===== config.mk =====
export PLATFORM = sky130hd
export DESIGN_NAME = d_debounce
export DESIGN_NICKNAME = d
export VERILOG_FILES = /design/src/rtl/d_debounce.sv
export SDC_FILE = /design/constraint.sdc
export NUM_CORES = 1
export LEC_CHECK = 0
export CAP_MARGIN = 20
export CORE_AREA = 2 2 39 41
export DETAILED_ROUTE_END_ITERATION = 8
export DIE_AREA = 0 0 41 43
export GPL_TIMING_DRIVEN = 0
export PLACE_DENSITY = 0.49
export SLEW_MARGIN = 0
export SYNTH_ARGS = -nofsm -noshare
export SYNTH_HDL_FRONTEND = slang
export SYNTH_SLANG_ARGS = --single-unit

===== constraint.sdc =====
create_clock -name clk -period 1.1 [get_ports clk]
set_input_delay 0.275 -clock clk [delete_from_list [all_inputs] [get_ports clk]]
set_output_delay 0.275 -clock clk [all_outputs]
set_load 0.02 [all_outputs]

===== src/rtl/d_debounce.sv =====
`default_nettype none
// +--------------------------------------------------------------------------+
// | d_debounce : level debouncer with rise/fall/glitch strobes. Optional     |
// | 2-flop input synchronizer enabled by defining D_DEBOUNCE_SYNC_EN.        |
// | Revision   : 1.0                                                         |
// +--------------------------------------------------------------------------+
module d_debounce #(
    parameter int STABLE = 4,
    parameter int CNT_W  = 3
) (
    input  logic clk,
    input  logic rst,
    input  logic d,
    output logic q,
    output logic rise,
    output logic fall,
    output logic glitch,
    output logic busy
);

    localparam logic [CNT_W-1:0] LAST_CNT = CNT_W'(STABLE - 1);

    typedef enum logic [0:0] {
        ST_STABLE = 1'b0,
        ST_CHECK  = 1'b1
    } state_t;

    state_t           state_q;
    logic [CNT_W-1:0] cnt_q;
    logic             q_q;
    logic             rise_q;
    logic             fall_q;
    logic             glitch_q;
    logic             busy_q;
    logic             d_s;

`ifdef D_DEBOUNCE_SYNC_EN
    logic [1:0] sync_q;

    always_ff @(posedge clk or negedge rst) begin
        if (!rst) begin
            sync_q <= 2'b00;
        end else begin
            sync_q <= {sync_q[0], d};
        end
    end

    assign d_s = sync_q[1];
`else
    assign d_s = d;
`endif

    // Strobes default low each cycle so every event yields exactly one pulse.
    always_ff @(posedge clk or negedge rst) begin
        if (!rst) begin
            state_q  <= ST_STABLE;
            cnt_q    <= '0;
            q_q      <= 1'b0;
            rise_q   <= 1'b0;
            fall_q   <= 1'b0;
            glitch_q <= 1'b0;
            busy_q   <= 1'b0;
        end else begin
            rise_q   <= 1'b0;
            fall_q   <= 1'b0;
            glitch_q <= 1'b0;
            case (state_q)
                ST_STABLE: begin
                    if (d_s != q_q) begin
                        state_q <= ST_CHECK;
                        cnt_q   <= CNT_W'(1);
                        busy_q  <= 1'b1;
                    end
                end
                ST_CHECK: begin
                    // A revert on the final count still wins over the commit.
                    if (d_s == q_q) begin
                        state_q  <= ST_STABLE;
                        cnt_q    <= '0;
                        glitch_q <= 1'b1;
                        busy_q   <= 1'b0;
                    end else if (cnt_q == LAST_CNT) begin
                        q_q     <= d_s;
                        state_q <= ST_STABLE;
                        cnt_q   <= '0;
                        rise_q  <= d_s;
                        fall_q  <= ~d_s;
                        busy_q  <= 1'b0;
                    end else begin
                        cnt_q <= cnt_q + CNT_W'(1);
                    end
                end
                default: begin
                    state_q <= ST_STABLE;
                    cnt_q   <= '0;
                    busy_q  <= 1'b0;
                end
            endcase
        end
    end

    assign q      = q_q;
    assign rise   = rise_q;
    assign fall   = fall_q;
    assign glitch = glitch_q;
    assign busy   = busy_q;

endmodule
`default_nettype wire


=== After elaboration in Yosys (flattened, before gate mapping) ===
Cells that the tools add are included.

* Register bits after elaboration: 9
* Input port bits: 3
* Logic and storage cells: 38
* Output and inout port bits: 5

* Mux-type cells: 20
* Reduce and logical (&&, ||, !) cells: 2
* Add/sub/neg operators: 1
* Bitwise operators: 3
* Eq/ne operators: 5

{| class="wikitable"
|+ Operator list
! cell !! count
|-
| $mux W1 || 14
|-
| $mux W3 || 3
|-
| $pmux W3 S2 || 1
|-
| $pmux W1 S2 || 2
|-
| $add A3 B1 Y3 const B || 1
|-
| $eq A3 B2 Y1 const B || 1
|-
| $ne A3 B1 Y1 const B || 1
|-
| $not A1 Y1 || 3
|-
| $reduce_and A3 Y1 || 1
|-
| $ne A2 B2 Y1 const B || 1
|-
| $reduce_and A2 Y1 || 1
|-
| $eq A1 B1 Y1 || 1
|-
| $ne A1 B1 Y1 || 1
|}

=== Longest topological paths before layout ===
* Depth in word-level cells: 4
* Mapped depth: 4
* Gate-level depth less buffers: 4

=== Worst setup path after synthesis ===
OpenSTA, ideal clock, no wires.

* Path type: register to register
* Start point: register q_q, in the netlist q
* End point: register cnt_q[2]
* Arrival: 1.070 ns
* Path buffers: 0
* Setup time: 0.119 ns
* Period minus slack after synthesis: 1.189 ns
* Required time: 0.981 ns
* Path slack: -0.089 ns
* Stages on the path, launching flop included: 4
* Cells stage by stage: dfrtp_1 -> xor2_2 -> and3_1 -> o21a_1

* Longest elaborated chain between the ends: 3
* Elaborated cells on any way between the ends: 5
* Classes of those cells: eq/ne: 3; mux: 2

{| class="wikitable"
|+ RTL lines
! what !! RTL line !! RTL
|-
| start: declaration || 30 || <nowiki>logic q_q;</nowiki>
|-
| start signal: assignment || 83 || <nowiki>q_q <= d_s;</nowiki>
|-
| $eq A1 B1 Y1 || 77 || <nowiki>if (d_s == q_q) begin</nowiki>
|-
| $mux W3 || 77 ||
|-
| $pmux W3 S2 || 67 || <nowiki>case (state_q)</nowiki>
|-
| end signal: assignment || 90 || <nowiki>cnt_q <= cnt_q + CNT_W'(1);</nowiki>
|-
| end: declaration || 29 || <nowiki>logic [CNT_W-1:0] cnt_q;</nowiki>
|}

Parallel ways exist; a longest one is shown, timed or not.
A chain may end at the register's enable or synchronous reset.

=== Final worst setup path ===
* Start point: register q_q, in the netlist q
* End point: output q

{| class="wikitable"
|+ RTL lines
! what !! RTL line !! RTL
|-
| end: declaration || 14 || <nowiki>output logic q,</nowiki>
|}

No word-level cell between the ends.

==> results.cfg <==
[floorplan]
die_w_um = 41
die_area_sq_um = 1760
ios = 8
initial_core_util_pct = 27.3
fp.dieH_um = 43
std_cell_rows = 14
core_area_sq_um = 1380

[finish]
fillers = 144
nets = 53
drive_gt1_share_pct = 39.6
design_area_sq_um = 549
area_growth_pct = 45.4
diodes = 0
fin_cells = 64

[route]
drt-pass1-iter-count = 4
wl_um = 774
post_drt_wl_per_cell_um = 12.1
vias = 285
drc = 0
drtIter0Drc = 1
vias_per_cell = 4.45
ant_nets = 0

[clocking]
cts-root-buf = clkbuf_4
cts_made_buffers = 3
cts_tree = yes
clock_latency_ps = 260
clk_pin_slew_ps = 60
numClockSinks = 9
htreeDepth = 1
ctsHoldBuffers = 0
clock_path_buffers = 2

[yosys]
synth_fp_nets = 35
synth.ff_latch_count = 9
synth_fa_ha_area_share_pct = 3.31
synth_top_area_share_pct = 59.6
syn_inst = 31
synthMuxAreaShare_pct = 2.98
synth_xor_xnor_area_share_pct = 6.62
avgSynthCellArea_sq_um = 12.2
ys_seq_area_share_pct = 59.6
synth-simple-area-share_pct = 16.9
synth_top_area_cell = dfrtp_1
synth_cell_types = 18
synth_top_family_by_area = simple AND/OR/NAND/NOR gates
synth_area_leaders = dfrtp_1 (60%), xor2_2 (4.3%), nor3b_1 (4.0%)
netlist_area_sq_um = 378
synth_compound_area_share_pct = 9.60
yosysWarnings = 0

[sta]
final_hold_viol_count = 0
whs_ps = 304
worst_pin_slew_ps = 404
setup_violations = 4
worst_slack_ps = -58.2
clock_skew_ps = 5.08
period_share_pct = 105
rsz0062_at_grt = true
period_needed_ps = 1160
slew_headroom_pct = 73.0
fmax_mhz = 863
slew_viol_final = 0

[worst_setup_path]
cp-endpoint = q
reg2reg_from = cnt_q[0]
cp.depth = 1
cp_data_arrival_time_ps = 880
worstSetupPathType = flip-flop to output pin
slowest_delay_ps = 460
cp-startpoint = q
cpLargestDelayFamily = flip-flops
reg2reg_slack_ps = -50
start_kind = flip-flop
rr_endpoint = q
path_cells = buf_6
cp_slowest_cell = dfrtp_2
critPathBufInv = 1
crit_fanout = 4
worstRegToRegCells = 3
cp.required_ps = 820
critPathCaptureType = output pin

[grt]
grt_pass1_wl_um = 1310
globalRoute.totalOverflow = 0
track_usage_pct = 11.9
antenna_found_initial = 0
first_global_vias = 301
grt_max_degree = 10

[outcome]
status = finished, violations left
violations = negative setup slack

[pwr]
ir_drop_v = 0.000993
p_leak_uw = 0.000254
power.density_nw_per_um2 = 2720

[placement]
postPlaceCellArea_sq_um = 475
globalplace.congestion = 0.744
dp.cells = 54
pre_cts_ws_ps = -461
dp_hpwl_um = 495
portBuffers = 7

[job]
cap_violations = 0

[hold_path]
hp-class = primary input to asynchronous set/reset pin
-- final cells by class --
cell class,count,area [sq um],share of cell area (%)
clock buffer,4,26.3,4.78
inverter,1,3.75,0.683
multi-input combinational,21,171,31.2
sequential,9,226,41.2
tap,16,20.0,3.64
timing repair buffer,13,101,18.5
-- logic make-up after synthesis --
group / count (synthesis)
AND/OR/NAND/NOR: 11
flip-flops: 9
AO/OA/AOI/OAI: 6
XOR/XNOR: 2
buffers and inverters: 1
multiplexers: 1
adder cells (fa/ha/maj): 1
-- Yosys cell counts --
| cell | number |
|---|---|
| o21ai_0 | 2 |
| o22ai_1 | 1 |
| inv_1 | 1 |
| nand3_1 | 1 |
| xor2_2 | 1 |
| nor2b_1 | 1 |
| nand2_1 | 1 |
| mux2_1 | 1 |
| nand3b_1 | 1 |
| ha_1 | 1 |
| and3_1 | 1 |
| nor2_1 | 2 |
| nor3b_1 | 2 |
| and2_1 | 2 |
| o21a_1 | 2 |
| dfrtp_1 | 9 |
| xnor2_1 | 1 |
| o21ai_1 | 1 |
-- through the flow --
step / power, uW / TNS [ps] / util, %
2_1_floorplan: 881 / -15.6 / -
3_3_place_gp: 1060 / -2430 / 34.4
3_5_place_dp: 1080 / -2870 / 34.4
4_1_cts: 1410 / -118 / 37.3
5_1_grt: 1610 / -484 / 39.7
6_report: 1500 / -142 / 39.7
-- per-layer routing --
| layer | vias to the layer above | part of all wire, % | wire length, um | GRT usage (%) |
|---|---|---|---|---|
| met3 | 2 | 5.3 | 41 | 3.14 |
| li1 | 138 | - | - | - |
| met2 | 9 | 55 | 422 | 18.1 |
| met4 | 0 | 1.8 | 14 | 10.0 |
| met1 | 136 | 38 | 296 | 12.6 |
| met5 | - | 0 | 0 | 0 |
-- state kept, by name (all words and copies together) (netlist names) --
name and count:
state_q 1, glitch 1, q 1, cnt_q 3
rise 1, fall 1, busy 1
-- timing repair --
action | 4_1_cts | 5_1_grt
pin swaps | 2 | 0
endpoints found under the setup margin | 11 | 8
resized for setup | 24 | 3
buffers inserted | 4 | 2
-- placed cells by master, fill, tap and decap left out, types with 2 or more instances in the layout --
cell type  netlist  final
buf_4            0      6
dfrtp_1          9      8
o21a_1           2      2
nor2_1           2      2
buf_2            0      3
o21ai_0          2      2
clkbuf_4         0      3
and2_1           2      2
buf_6            0      2
-- worst min path at each step --
stage | depth (start not counted) | end | from
after floorplan | 0 | busy | rst
after global placement | 1 | cnt_q[0] | cnt_q[0]
after detailed placement | 1 | cnt_q[2] | cnt_q[2]
after CTS | 1 | cnt_q[0] | rst
after global routing | 1 | cnt_q[0] | rst
final | 1 | cnt_q[0] | rst
-- power breakdown --
part	switching, uW	total (uW)	internal (uW)
sequential	119	562	443
clock	116	255	140
combinational	290	678	388
total	525	1500	971
Power figures use the tool's default switching activity.
